File: config.mk
export PLATFORM = sky130hd
export DESIGN_NAME = key_fifo_ctrl
export DESIGN_NICKNAME = d
export VERILOG_FILES = /design/src/rtl/key_fifo_pkg.sv /design/src/rtl/sync_fifo.sv /design/src/rtl/key_fifo_ctrl.sv
export SDC_FILE = /design/constraint.sdc
export NUM_CORES = 1
export LEC_CHECK = 0
export ABC_AREA = 1
export ABC_CLOCK_PERIOD_IN_PS = 5030
export BUFFER_PORTS_ARGS = -buffer_cell sky130_fd_sc_hd__clkbuf_2
export CAP_MARGIN = 10
export CELL_PAD_IN_SITES_DETAIL_PLACEMENT = 0
export CELL_PAD_IN_SITES_GLOBAL_PLACEMENT = 1
export CORE_ASPECT_RATIO = 0.6
export CORE_MARGIN = 8
export CORE_UTILIZATION = 46
export CTS_BUF_LIST = sky130_fd_sc_hd__clkbuf_16
export CTS_CLUSTER_SIZE = 40
export DETAILED_ROUTE_END_ITERATION = 6
export GPL_TIMING_DRIVEN = 0
export PLACE_DENSITY = 0.82
export RECOVER_POWER = 100
export SYNTH_ARGS = -nofsm -noshare
export SYNTH_HDL_FRONTEND = slang
export SYNTH_SLANG_ARGS = --single-unit
export TNS_END_PERCENT = 1
File: constraint.sdc
create_clock -name clk -period 5.03 [get_ports clk]
set_input_delay 1.006 -clock clk [delete_from_list [all_inputs] [get_ports clk]]
set_output_delay 1.006 -clock clk [all_outputs]
set_load 0.1 [all_outputs]
File: src/rtl/key_fifo_pkg.sv
// rtl/key_fifo_pkg.sv - shared constants, FSM state type and status packing for key_fifo_ctrl
package key_fifo_pkg;

  // Status register bit positions (count occupies bits 7:0)
  localparam int STAT_EMPTY = 8;
  localparam int STAT_FULL  = 9;
  localparam int STAT_OVF   = 15;

  // Control register bit positions
  localparam int CTRL_FLUSH   = 0;
  localparam int CTRL_CLR_OVF = 1;

  // Register offsets from Key_base
  localparam logic [3:0] REG_DATA_OFS = 4'h0;
  localparam logic [3:0] REG_STAT_OFS = 4'h8;

  typedef enum logic [1:0] {
    IDLE    = 2'd0,
    PENDING = 2'd1,
    SERVICE = 2'd2
  } irq_state_e;

  // Build the 64-bit status word returned on a status-register read
  function automatic logic [63:0] pack_status(input logic ovf, input logic full,
                                              input logic empty, input logic [7:0] count);
    logic [63:0] s;
    s             = '0;
    s[7:0]        = count;
    s[STAT_EMPTY] = empty;
    s[STAT_FULL]  = full;
    s[STAT_OVF]   = ovf;
    return s;
  endfunction

endpackage

File: src/rtl/sync_fifo.sv
// rtl/sync_fifo.sv - single-clock FIFO with push/pop/flush and full/empty/count
module sync_fifo #(
  parameter int DEPTH  = 16,
  parameter int DATA_W = 8,
  localparam int AW    = $clog2(DEPTH),
  localparam int CW    = AW + 1
) (
  input  logic              clk,
  input  logic              reset,
  input  logic              push_i,
  input  logic [DATA_W-1:0] push_data_i,
  input  logic              pop_i,
  input  logic              flush_i,
  output logic [DATA_W-1:0] head_o,
  output logic              full_o,
  output logic              empty_o,
  output logic [CW-1:0]     count_o
);

  logic [AW:0]       wr_ptr_q, wr_ptr_d;
  logic [AW:0]       rd_ptr_q, rd_ptr_d;
  logic [DATA_W-1:0] mem_q [DEPTH];
  logic              do_pop;
  logic              do_push;

  assign empty_o = (wr_ptr_q == rd_ptr_q);
  assign full_o  = (wr_ptr_q[AW] != rd_ptr_q[AW]) && (wr_ptr_q[AW-1:0] == rd_ptr_q[AW-1:0]);
  assign count_o = wr_ptr_q - rd_ptr_q;
  assign head_o  = mem_q[rd_ptr_q[AW-1:0]];

  // A pop frees the slot this cycle, so a push into a full FIFO is accepted alongside it
  assign do_pop  = pop_i && !empty_o;
  assign do_push = push_i && (!full_o || do_pop);

  // Next pointer values; flush discards everything including a same-cycle push
  always_comb begin
    wr_ptr_d = wr_ptr_q;
    rd_ptr_d = rd_ptr_q;
    if (flush_i) begin
      wr_ptr_d = '0;
      rd_ptr_d = '0;
    end else begin
      if (do_push) wr_ptr_d = wr_ptr_q + 1'b1;
      if (do_pop)  rd_ptr_d = rd_ptr_q + 1'b1;
    end
  end

  // Pointer registers
  always_ff @(posedge clk or posedge reset) begin
    if (reset) begin
      wr_ptr_q <= '0;
      rd_ptr_q <= '0;
    end else begin
      wr_ptr_q <= wr_ptr_d;
      rd_ptr_q <= rd_ptr_d;
    end
  end

  // Storage array; contents are don't-care until written
  always_ff @(posedge clk) begin
    if (do_push && !flush_i) mem_q[wr_ptr_q[AW-1:0]] <= push_data_i;
  end

endmodule

File: src/rtl/key_fifo_ctrl.sv
// rtl/key_fifo_ctrl.sv - keyboard receive FIFO with CPU bus registers and IRQ handshake (optional KEY_FIFO_BREAK_EN)
module key_fifo_ctrl
  import key_fifo_pkg::*;
#(
  parameter int         DEPTH   = 16,
  parameter int         DATA_W  = 8,
  parameter logic [3:0] IRQ_VEC = 4'd1
) (
  input  logic              clk,
  input  logic              reset,
  input  logic              key_pressed,
  input  logic [DATA_W-1:0] key_ascii,
`ifdef KEY_FIFO_BREAK_EN
  input  logic              key_released,
`endif
  input  logic              bus_read_enable,
  input  logic              bus_write_enable,
  input  logic [63:0]       bus_write_data,
  input  logic              key_sel,
  input  logic              stat_sel,
  output logic [63:0]       bus_read_data,
  output logic [3:0]        irq_vector,
  input  logic              irq_ack,
  output logic              overflow
);

  localparam int AW = $clog2(DEPTH);
  localparam int CW = AW + 1;

  logic              kp_q;
  logic              rd_key_q, rd_stat_q, wr_stat_q;
  logic              ovf_q, ovf_d;
  logic [63:0]       rdata_q, rdata_d;
  irq_state_e        state_q;
  logic [3:0]        irq_q;

  logic              rd_key_lvl, rd_stat_lvl, wr_stat_lvl;
  logic              rd_key_pulse, rd_stat_pulse, wr_stat_pulse;
  logic              press_push;
  logic              push_req;
  logic [DATA_W-1:0] push_data;
  logic              flush;
  logic              clr_ovf;
  logic              ovf_set;

  logic [DATA_W-1:0] fifo_head;
  logic              fifo_full;
  logic              fifo_empty;
  logic [CW-1:0]     fifo_count;

  logic              unused_wdata;
  assign unused_wdata = ^bus_write_data[63:2];

  assign rd_key_lvl    = bus_read_enable && key_sel;
  assign rd_stat_lvl   = bus_read_enable && stat_sel;
  assign wr_stat_lvl   = bus_write_enable && stat_sel;
  assign rd_key_pulse  = rd_key_lvl && !rd_key_q;
  assign rd_stat_pulse = rd_stat_lvl && !rd_stat_q;
  assign wr_stat_pulse = wr_stat_lvl && !wr_stat_q;

  assign press_push = key_pressed && !kp_q && (key_ascii != '0);
  assign flush      = wr_stat_pulse && bus_write_data[CTRL_FLUSH];
  assign clr_ovf    = wr_stat_pulse && bus_write_data[CTRL_CLR_OVF];

`ifdef KEY_FIFO_BREAK_EN
  logic              kr_q;
  logic              have_press_q;
  logic [DATA_W-1:0] last_press_q;
  logic [DATA_W-1:0] break_code;
  logic              rel_push;

  // Release pushes the last press code with bit 7 set; a same-cycle press takes precedence
  assign rel_push = key_released && !kr_q && have_press_q && !press_push;

  // Break code formed from the remembered press
  always_comb begin
    break_code      = '0;
    break_code[6:0] = last_press_q[6:0];
    break_code[7]   = 1'b1;
  end

  assign push_req  = press_push || rel_push;
  assign push_data = press_push ? key_ascii : break_code;

  // Release edge detect and memory of the most recent accepted press
  always_ff @(posedge clk or posedge reset) begin
    if (reset) begin
      kr_q         <= 1'b0;
      have_press_q <= 1'b0;
      last_press_q <= '0;
    end else begin
      kr_q <= key_released;
      if (press_push) begin
        have_press_q <= 1'b1;
        last_press_q <= key_ascii;
      end
    end
  end
`else
  assign push_req  = press_push;
  assign push_data = key_ascii;
`endif

  sync_fifo #(
    .DEPTH  (DEPTH),
    .DATA_W (DATA_W)
  ) u_fifo (
    .clk         (clk),
    .reset       (reset),
    .push_i      (push_req),
    .push_data_i (push_data),
    .pop_i       (rd_key_pulse),
    .flush_i     (flush),
    .head_o      (fifo_head),
    .full_o      (fifo_full),
    .empty_o     (fifo_empty),
    .count_o     (fifo_count)
  );

  // A push is lost only when full with no pop to make room; flush discards rather than overflows
  assign ovf_set = push_req && fifo_full && !(rd_key_pulse && !fifo_empty) && !flush;

  // Overflow flag and read-data next state; set beats clear, data read beats status read
  always_comb begin
    ovf_d = ovf_q;
    if (clr_ovf) ovf_d = 1'b0;
    if (ovf_set) ovf_d = 1'b1;

    rdata_d = rdata_q;
    if (rd_key_pulse) begin
      rdata_d = fifo_empty ? 64'd0 : {{(64-DATA_W){1'b0}}, fifo_head};
    end else if (rd_stat_pulse) begin
      rdata_d = pack_status(ovf_q, fifo_full, fifo_empty, 8'(fifo_count));
    end
  end

  // Strobe edge detectors, overflow flag and registered read data
  always_ff @(posedge clk or posedge reset) begin
    if (reset) begin
      kp_q      <= 1'b0;
      rd_key_q  <= 1'b0;
      rd_stat_q <= 1'b0;
      wr_stat_q <= 1'b0;
      ovf_q     <= 1'b0;
      rdata_q   <= '0;
    end else begin
      kp_q      <= key_pressed;
      rd_key_q  <= rd_key_lvl;
      rd_stat_q <= rd_stat_lvl;
      wr_stat_q <= wr_stat_lvl;
      ovf_q     <= ovf_d;
      rdata_q   <= rdata_d;
    end
  end

  // Interrupt FSM with registered vector; flush returns it to IDLE from any state
  always_ff @(posedge clk or posedge reset) begin
    if (reset) begin
      state_q <= IDLE;
      irq_q   <= '0;
    end else if (flush) begin
      state_q <= IDLE;
      irq_q   <= '0;
    end else begin
      case (state_q)
        IDLE: begin
          if (!fifo_empty) begin
            state_q <= PENDING;
            irq_q   <= IRQ_VEC;
          end
        end
        PENDING: begin
          if (irq_ack) begin
            state_q <= SERVICE;
            irq_q   <= '0;
          end
        end
        SERVICE: begin
          if (fifo_empty) state_q <= IDLE;
        end
        default: begin
          state_q <= IDLE;
          irq_q   <= '0;
        end
      endcase
    end
  end

  assign bus_read_data = rdata_q;
  assign irq_vector    = irq_q;
  assign overflow      = ovf_q;

endmodule

**After elaboration in Yosys (flattened, before gate mapping)**

Memories as Yosys holds them, arrays and structs flattened.
Index checks and enable logic that the tools add are counted.
Widths: inputs -> output; s select.

- Output and inout bits: 69
- RAM bits: 128
- Memories: 1
- Bits in registers: 85

Memory list:

| name | words | bits a word | rd ports | clocked after memory_dff | wr ports | RTL line | text |
|---|---|---|---|---|---|---|---|
| u_fifo.mem_q | 16 | 8 | 1 | 0 | 1 | sync_fifo.sv:22 | `logic [DATA_W-1:0] mem_q [DEPTH];` |

- Equality and inequality tests: 9
- Add/subtract/negate cells: 3
- Reductions and logical operators: 34
- Muxes and demuxes: 20

Operators with widths:

| operator | number |
|---|---|
| $mux 64 | 2 |
| $mux 5 | 4 |
| $logic_and 1x1->1 | 17 |
| $mux 4 | 3 |
| $pmux 4 s3 | 1 |
| $add 5x1->5 const B | 2 |
| $ne 3x2->1 const B | 3 |
| $logic_not 1->1 | 8 |
| $mux 2 | 4 |
| $mux 8 | 1 |
| $reduce_bool 2->1 | 4 |
| $reduce_bool 8->1 | 1 |
| $pmux 2 s3 | 1 |
| $reduce_and 3->1 | 2 |
| $eq 5x5->1 | 1 |
| $sub 5x5->5 | 1 |
| $eq 4x4->1 | 1 |
| $mux 1 | 4 |
| $eq 2x1->1 const B | 1 |
| $eq 2x2->1 const B | 1 |
| $logic_not 2->1 | 1 |
| $ne 2x1->1 const B | 1 |
| $logic_or 1x1->1 | 1 |
| $ne 1x1->1 | 1 |

**Depth between registers and ports, before layout**

Gate-level depths: netlist (run 1).

- Depth after elaboration: 8
- Gate-level depth with buffers: 11

**Cells and area by module**

Synthesis (run 1) repeated with hierarchy kept, for this count alone.

- Cells, all modules: 849
- Area, all modules: 7847.5 sq um

Modules (own cells, without submodules):

| module | seq. area each (sq um) | times used | cells an instance | area each (sq um) |
|---|---|---|---|---|
| sync_fifo | 4093.9 | 1 | 694 | 6521.3 |
| key_fifo_ctrl | 475.5 | 1 | 155 | 1326.3 |

**Least setup slack after synthesis (run 1)**

OpenSTA, ideal clock, no wires.

- Path type: flip-flop to flip-flop
- Start: register u_fifo.rd_ptr_q[2]
- End: memory u_fifo.mem_q[4][0] (enable)
- Buffers on the path: 3
- Setup time: 0.383 ns
- Arrival time: 2.376 ns
- Cell stages (with the launch flop): 11
- Setup slack: 2.271 ns
- Path through: dfrtp_1 -> buf_2 -> inv_1 -> clkbuf_1 -> ha_1 -> nand4_1 -> nor2_1 -> nand2_2 -> nand3_4 -> buf_6 -> nor3_1

- Word-level cells in the longest chain between the ends: 8
- Elaborated cells on any way between the ends: 11
- Those cells by class: eq/ne: 2; mux: 2; reduce/logical: 7

RTL lines:

| what | RTL line | text |
|---|---|---|
| start: declaration | sync_fifo.sv:21 | `logic [AW:0] rd_ptr_q, rd_ptr_d;` |
| start signal: assignment | sync_fifo.sv:55 | `rd_ptr_q <= rd_ptr_d;` |
| $eq 5x5->1 / $eq 4x4->1 (equally long branches) | sync_fifo.sv:26, sync_fifo.sv:27 |  |
| $logic_not 1->1 / $logic_and 1x1->1 (equally long branches) | sync_fifo.sv:32, sync_fifo.sv:27 |  |
| $logic_and 1x1->1 / $logic_not 1->1 (equally long branches) | sync_fifo.sv:32, sync_fifo.sv:33 |  |
| $logic_or 1x1->1 * | sync_fifo.sv:33 | `assign do_push = push_i && (!full_o \|\| do_pop);` |
| $logic_and 1x1->1 * | sync_fifo.sv:33 |  |
| $logic_and 1x1->1 * | sync_fifo.sv:61 | `if (do_push && !flush_i) mem_q[wr_ptr_q[AW-1:0]] <= push_data_i;` |
| $mux 1 * | sync_fifo.sv:61 |  |
| $mux 1 (implied by the code) * | sync_fifo.sv:61 |  |
| end: declaration | sync_fifo.sv:22 |  |

Mark *: on every way between the ends. The rest lies on a longest branch, timed or not.

**Worst setup path in the final report (run 1)**

- Start: register u_fifo.rd_ptr_q[2]
- End: memory u_fifo.mem_q[7][4] (enable)

Same word-level chain as after synthesis.

==> results of run 1 <==
==> per-stage QoR <==
step | utilization [%] | setup slack [ns] | power [mW] | area [um2] | std cells
floorplan | - | 2.27 | 3.00 | 7730 | 814
global placement | 50.5 | 1.24 | 3.44 | 8140 | 1053
detailed placement | 50.6 | 1.33 | 3.45 | 8160 | 1057
CTS | 54.5 | 1.35 | 4.82 | 8790 | 1088
global route | 54.2 | 0.662 | 5.05 | 8740 | 1097
finish | 54.2 | 0.947 | 4.82 | 8740 | 1097
==> Yosys cell counts (2+ instances only) <==
cell type / count / area [um2]
a21oi_1: 7 / 35.0
nor2_1: 57 / 214
nor2_2: 3 / 18.8
a21oi_2: 4 / 35.0
nand2_2: 2 / 12.5
o21ai_1: 4 / 20.0
inv_1: 106 / 398
buf_6: 2 / 22.5
edfxtp_1: 128 / 3840
buf_2: 17 / 85.1
nor3_1: 16 / 80.1
ha_1: 9 / 113
clkbuf_1: 6 / 22.5
o21ai_0: 37 / 185
nand3_1: 70 / 350
buf_4: 60 / 450
dfrtp_1: 29 / 726
o211ai_1: 6 / 45.0
nand2_1: 172 / 646
xor2_1: 3 / 26.3
nand4_1: 5 / 31.3
==> placed cells by master (no fill, tap or decap), types with 2 or more instances in the layout <==
cell type   count
a21oi_1        10
buf_2          17
buf_4          60
bufinv_16       5
clkbuf_1       43
clkbuf_16      17
clkbuf_2        7
clkinvlp_4      2
conb_1         56
dfrtp_1        29
edfxtp_1      128
ha_1            9
inv_1         109
nand2_1       174
nand3_1        71
nand4_1         5
nor2_1         59
nor3_1         16
o211ai_1        6
o21ai_0        37
o21ai_1         4
xor2_1          3
==> logic make-up after synthesis <==
kind of cell	share of synthesized area, %
AOI/OAI and AO/OA	4.86
xor gates and xnor gates	0.682
adders and majority gates	1.76
buffers and inverters	13.1
DFF	60.8
other	0.0499
and+or+nand+nor	18.8
==> power groups by stage <==
stage | clock, mW | sequential, mW | combinational (mW)
6_report | 1.38 | 1.59 | 1.85
3_3_place_gp | 0 | 1.61 | 1.83
2_1_floorplan | 0 | 1.90 | 1.10
4_1_cts | 1.39 | 1.59 | 1.85
3_5_place_dp | 0 | 1.61 | 1.84
5_1_grt | 1.43 | 1.60 | 2.02
==> layer usage <==
layer / up-vias / share of wire (%)
met4: 0 / 0.87
met3: 16 / 11
li1: 2601 / -
met5: - / 0
met2: 211 / 38
met1: 2474 / 50
==> path summary, 6_finish.rpt <==
check	startpoint	to	slack [ns]	cells after the start
worst max register to register	u_fifo.rd_ptr_q[2]	u_fifo.mem_q[7][4]	0.95	11
min in group clk	bus_read_data[9]	bus_read_data[9]	0.48	2
worst max-delay path	u_fifo.rd_ptr_q[2]	u_fifo.mem_q[7][4]	0.95	11
worst min register to register	bus_read_data[9]	bus_read_data[9]	0.48	2
worst min-delay path	reset	wr_stat_q	0.48	2
max in group asynchronous	reset	u_fifo.rd_ptr_q[1]	3.07	3
==> flip-flops by register name, summed over array words and instances, names as in the netlist <==
signal and count:
overflow 1, bus_read_data 11, state_q 2, rd_stat_q 1, wr_stat_q 1, u_fifo.wr_ptr_q 5
rd_key_q 1, irq_vector 1, kp_q 1, u_fifo.rd_ptr_q 5, u_fifo.mem_q 128
==> final cells by class <==
cell class	instances	share of cell area, %
clock inverters	14	2.32
well taps	209	2.99
multi-input cells	465	24.4
plain buffers	85	6.54
repair buffers	43	1.96
clock buffers	17	4.87
inverters	107	4.60
flip-flops and latches	157	52.3
==> results by group, run 1 <==
Place
  • PortBufs: 30
  • Dpl hpwl: about 14000 um
  • Placer congestion estimate: about 0.88

Finish
  • Seq. cell area: between 4000 and 5000 um2
  • Fillers: between 1000 and 1500
  • # diodes: 0
  • Share of cells above drive strength 1: a little over an eighth
  • Layout area overhead: 16.2%
  • Multi-input gate area: between 2000 and 2500 um2
  • Layout net count: 966

Power and ir drop
  • NetSw: 2.00 mW
  • Part of the power in registers: between 30% and 40%
  • Cell Pwr Density: between 500 and 600 nW/um2
  • Clock power frac: ~29%
  • Int Power: 2.82 mW
  • Combinational share of power: 38.5%
  • Worst vdd ir: 238 uV
  • Sw frac: around two fifths
  • LEAKAGE: ~4 nW

Global routing
  • Largest net degree at the start of global routing: 30
  • GR Util All Layers: 17.9%
  • Routing usage on met2: 22.6%
  • Initial antenna violation count: 0
  • First-pass GRT wire length: approximately 28000 um
  • Grt total ovfl: 0
  • Busiest grt layer: met1
  • Grt met3 use: 6.75%
  • GRT met1 Usage: approximately 28%
  • Vias in the first global route: about 4800

STA
  • Max Fclk: around 0.24 GHz
  • Setup-failing EPs final: 0
  • RSZ-0062 raised after global routing: false
  • Clock skew: approximately 0.013 ns
  • Hold Vio Cnt, Final: 0
  • Slew margin rel.: 13.9%
  • Hold WS: roughly 0.48 ns
  • Final Max Slew Viols: 0
  • Setup TNS: 0 ns
  • Worst slew pin tran: between 1 and 1.5 ns
  • Final min period: just over 4 ns
  • Final worst-path cycle share: ~80%

Setup path
  • Buffer and inverter count on the worst path: 5
  • Critical Path RT: between 5 and 6 ns
  • Critical path's largest stage delay: approximately 0.47 ns
  • CP most frequent cell: clkbuf_1
  • Crit path max-delay family: buffers and inverters
  • Crit Path Max Fanout: 10
  • Crit start category: register
  • Crit path max-delay cell type: nor3_1
  • Crit-path cells: clkbuf_1, inv_1, clkbuf_1, ha_1, nand4_1, nor2_1, nand2_1, nand3_1, buf_6, nor3_1, clkbuf_1
  • CP Capture Type: register
  • Critical path class: register to register
  • Critical path arrival: 4.14 ns

Drt
  • Vias after detailed routing: about 5300
  • DRT Wirelength: about 19000 um
  • Antenna-violating nets left: 0
  • Via/cell ratio: around 4.8
  • Routed wire length per instance: 16.9 um
  • Detailed Routing Iterations Pass 1: 5
  • # DRC: 0
  • Drt initial violations: between 600 and 700

Die
  • Die H: around 120 um
  • Starting Density: approximately 47%
  • Row count: 36
  • Die ar.: 20800 um2
  • Core area: 16100 um2
  • # IOs: 149
  • Die width: between 150 and 200 um

Logic synthesis
  • Post-synth top flop: edfxtp_1
  • Post-synth EDFFs: roughly 130
  • Mapped Area: about 7500 um2
  • Post-Synthesis Cells: 759
  • Sequential share of the synthesized area: 60.8%
  • Asr flop ratio synth: 18.5%
  • Synth unique cells: 37
  • Mean Syn Cell Area: 9.91 um2
  • Ys Warns: 0
  • Yosys reg bits: 157

Clock tree
  • Gates resized, CTS repair: 0
  • Clk slew on worst S/H paths: 0.06 ns
  • Worst-Skew Late Latency: between 0.4 and 0.5 ns
  • Post-CTS Hold Fix Bufs: 0
  • CTS max path bufs: 2
  • Clock sinks: approximately 160
  • Clock Root Buffer: clkbuf_16
  • CTS Buf Count: 17
  • CTS tree: built
  • Setup bufs post-CTS: 0
  • H-tree levels: 4

Job
  • Max-cap check violation count: 0

Run status
  • Status: finished clean

Worst hold path
  • Type of the most critical hold path: input port to asynchronous set/reset pin
Note: power is estimated with default switching activity, not from simulation.
==> inputs of run 2 (changes only) <==
--- a/config.mk
+++ b/config.mk
@@ -5,20 +5,20 @@
 export SDC_FILE = /design/constraint.sdc
 export NUM_CORES = 1
 export LEC_CHECK = 0
-export ABC_AREA = 1
-export ABC_CLOCK_PERIOD_IN_PS = 5030
+export ABC_AREA = 0
+export ABC_CLOCK_PERIOD_IN_PS = 3600
 export BUFFER_PORTS_ARGS = -buffer_cell sky130_fd_sc_hd__clkbuf_2
 export CAP_MARGIN = 10
 export CELL_PAD_IN_SITES_DETAIL_PLACEMENT = 0
 export CELL_PAD_IN_SITES_GLOBAL_PLACEMENT = 1
 export CORE_ASPECT_RATIO = 0.6
 export CORE_MARGIN = 8
-export CORE_UTILIZATION = 46
+export CORE_UTILIZATION = 40
 export CTS_BUF_LIST = sky130_fd_sc_hd__clkbuf_16
 export CTS_CLUSTER_SIZE = 40
 export DETAILED_ROUTE_END_ITERATION = 6
 export GPL_TIMING_DRIVEN = 0
-export PLACE_DENSITY = 0.82
+export PLACE_DENSITY = 0.71
 export RECOVER_POWER = 100
 export SYNTH_ARGS = -nofsm -noshare
 export SYNTH_HDL_FRONTEND = slang
==> constraint.sdc (replaced) <==
create_clock -name clk -period 3.6 [get_ports clk]
set_input_delay 0.72 -clock clk [delete_from_list [all_inputs] [get_ports clk]]
set_output_delay 0.72 -clock clk [all_outputs]
set_load 0.1 [all_outputs]
==> results by group, run 2 <==
Clock tree
  • CTS tree: built
  • Post-CTS Hold Fix Bufs: 0
  • Clock sinks: 157
  • H-tree levels: 4
  • CTS Buf Count: 17
  • Clock Root Buffer: clkbuf_16
  • CTS max path bufs: 2
  • Setup bufs post-CTS: 0
  • Clk slew on worst S/H paths: ~0.070 ns
  • Worst-Skew Late Latency: roughly 0.42 ns

Power and ir drop
  • Sw frac: around two fifths
  • Clock power frac: 29.8%
  • Total Power: between 6 and 7 mW
  • NetSw: between 2 and 2.5 mW
  • LEAKAGE: slightly above 3 nW
  • Part of the power in registers: roughly 36%
  • Int Power: about 3.9 mW
  • Combinational share of power: between 30% and 40%
  • Worst vdd ir: a little under 300 uV
  • Cell Pwr Density: 766 nW/um2

Drt
  • Detailed Routing Iterations Pass 1: 5
  • Antenna-violating nets left: 0
  • Via/cell ratio: between 4 and 5
  • DRT Wirelength: 15600 um
  • Drt initial violations: roughly 290
  • Vias after detailed routing: 3895
  • # DRC: 0
  • Routed wire length per instance: about 20 um

Logic synthesis
  • Synth top area cells: edfxtp_1, dfrtp_1, mux4_2
  • Asr flop ratio synth: between 15 and 20%
  • Top cells by count, synth: edfxtp_1, buf_4, nand2_1
  • Post-synth top flop: edfxtp_1
  • Mean Syn Cell Area: around 16 um2
  • Ys Warns: 0
  • Top-count cell post-synth: edfxtp_1
  • Mapped Area: a little under 7000 um2
  • Sequential share of the synthesized area: ~66%
  • Cell taking the most area after synthesis: edfxtp_1
  • Yosys reg bits: about 160
  • Top-area cell type share of the netlist area: between 50% and 60%
  • Post-synth EDFFs: 128
  • Synth unique cells: between 40 and 50
  • Post-Synthesis Cells: ~450

Die
  • Die width: 186 um
  • Die H: between 100 and 150 um
  • Starting Density: between 40 and 50%
  • # IOs: ~150
  • Core area: about 17000 um2
  • Die ar.: 21900 um2
  • Row count: 37

Global routing
  • Grt total ovfl: 0
  • Largest net degree at the start of global routing: 30
  • First-pass GRT wire length: 23500 um
  • GR Util All Layers: approximately 15%
  • Vias in the first global route: just under 4000
  • Initial antenna violation count: 0

STA
  • Hold Vio Cnt, Final: 0
  • Clock skew: roughly 0.014 ns
  • Final Max Slew Viols: 0
  • Worst slew pin tran: about 1.3 ns
  • Final min period: roughly 3.3 ns
  • Setup-failing EPs final: 0
  • Post-route setup slack: 0.252 ns
  • Hold WS: ~0.19 ns
  • RSZ-0062 raised after global routing: false
  • Slew margin rel.: 13.5%
  • Max Fclk: approximately 0.3 GHz
  • Final worst-path cycle share: 93.0%

Finish
  • Commonest non-fill, non-tap cell in the layout: edfxtp_1
  • Share of cells above drive strength 1: about 29%
  • Fillers: between 1000 and 1500
  • Final instance area: a little over 8000 um2
  • Layout net count: 640
  • Seq. cell area: 4570 um2
  • Max reg flops: roughly 130
  • # diodes: 0
  • Most frequent cells in the layout: edfxtp_1, buf_4, conb_1, nand2_1, mux4_2
  • Layout area overhead: 18.4%
  • Multi-input gate area: about 2000 um2
  • Layout Utilization: 48.2%

Setup path
  • Buffer and inverter count on the worst path: 4
  • Crit-path cells: buf_2, clkbuf_4, inv_1, ha_1, and4_1, or3b_1, buf_2, nand3_2, nor3b_2, and2_2
  • Critical path arrival: around 3.4 ns
  • Crit start category: register
  • Critical path class: register to register
  • CP Capture Type: register
  • Critical path's largest stage delay: between 0.3 and 0.4 ns
  • CP most frequent cell: buf_2
  • Crit path max-delay cell type: and2_2
  • Crit Path Max Fanout: 10
  • Critical Path RT: roughly 3.7 ns
  • Crit path max-delay family: simple AND/OR/NAND/NOR gates

Place
  • Placer congestion estimate: 0.797
  • Placed instance area: between 7000 and 8000 um2
  • PortBufs: 30
  • Dpl hpwl: between 10000 and 15000 um
  • Dpl ws: -0.253 ns

Worst hold path
  • Type of the most critical hold path: input port to asynchronous set/reset pin

Job
  • Max-cap check violation count: 0

Run status
  • Status: finished clean
## run 2: routing by layer
layer | GRT usage, % | routed length (um) | vias up
li1 | - | - | 1768
met1 | 22.6 | 7670 | 1967
met2 | 19.6 | 6440 | 151
met3 | 3.91 | 1410 | 9
met4 | 4.05 | 97 | 0
met5 | 0 | 0 | -
## run 2: logic make-up (layout without fill, tap and decap cells)
family,after synthesis,count (layout),share of synthesized area [%]
buf+inv,80,142,7.85
flops,157,157,65.9
xor+xnor,9,9,1.24
mux,37,37,11.2
compound gates,42,42,3.70
other cells,1,56,0.0541
simple gates,110,110,8.19
fa+ha+maj,10,10,1.91
## run 2: through the flow
step                std cells  setup TNS (ns)
finish                    797               0
global route              797               0
CTS                       797               0
detailed placement        765          -24.78
global placement          765          -16.08
floorplan                 501               0
## run 2: cell type report
class                      instances  share of cell area (%)
multi-input combinational        264                    25.1
inverter                           9                   0.411
clock buffer                      17                    5.18
buffer                            70                    6.22
clock inverter                    15                    2.36
sequential                       157                    55.7
timing repair buffer              31                    1.51
tap                              234                    3.57
## run 2: power groups by stage
| stage | Sequential [mW] | Clock, mW | Combinational (mW) |
|---|---|---|---|
| finish | 2.24 | 1.87 | 2.18 |
| global route | 2.26 | 1.96 | 2.33 |
| floorplan | 2.64 | 0 | 1.31 |
| global placement | 2.27 | 0 | 2.18 |
| detailed placement | 2.28 | 0 | 2.20 |
| CTS | 2.24 | 1.89 | 2.21 |
## run 2: worst paths after layout
path	from	end	slack [ns]	depth (start not counted)
worst max-delay path	u_fifo.rd_ptr_q[2]	u_fifo.mem_q[9][2]	0.25	10
worst min-delay path	reset	bus_read_data[2]	0.19	2
worst max register to register	u_fifo.rd_ptr_q[2]	u_fifo.mem_q[9][2]	0.25	10
worst min register to register	bus_read_data[9]	bus_read_data[9]	0.49	2
max in group asynchronous	reset	u_fifo.rd_ptr_q[2]	1.92	3
min in group clk	key_pressed	kp_q	0.45	1
## run 2: what timing repair did
action,CTS,global route
setup endpoints to repair,128,128
gates resized for setup,17,13
hold endpoints to repair,0,0
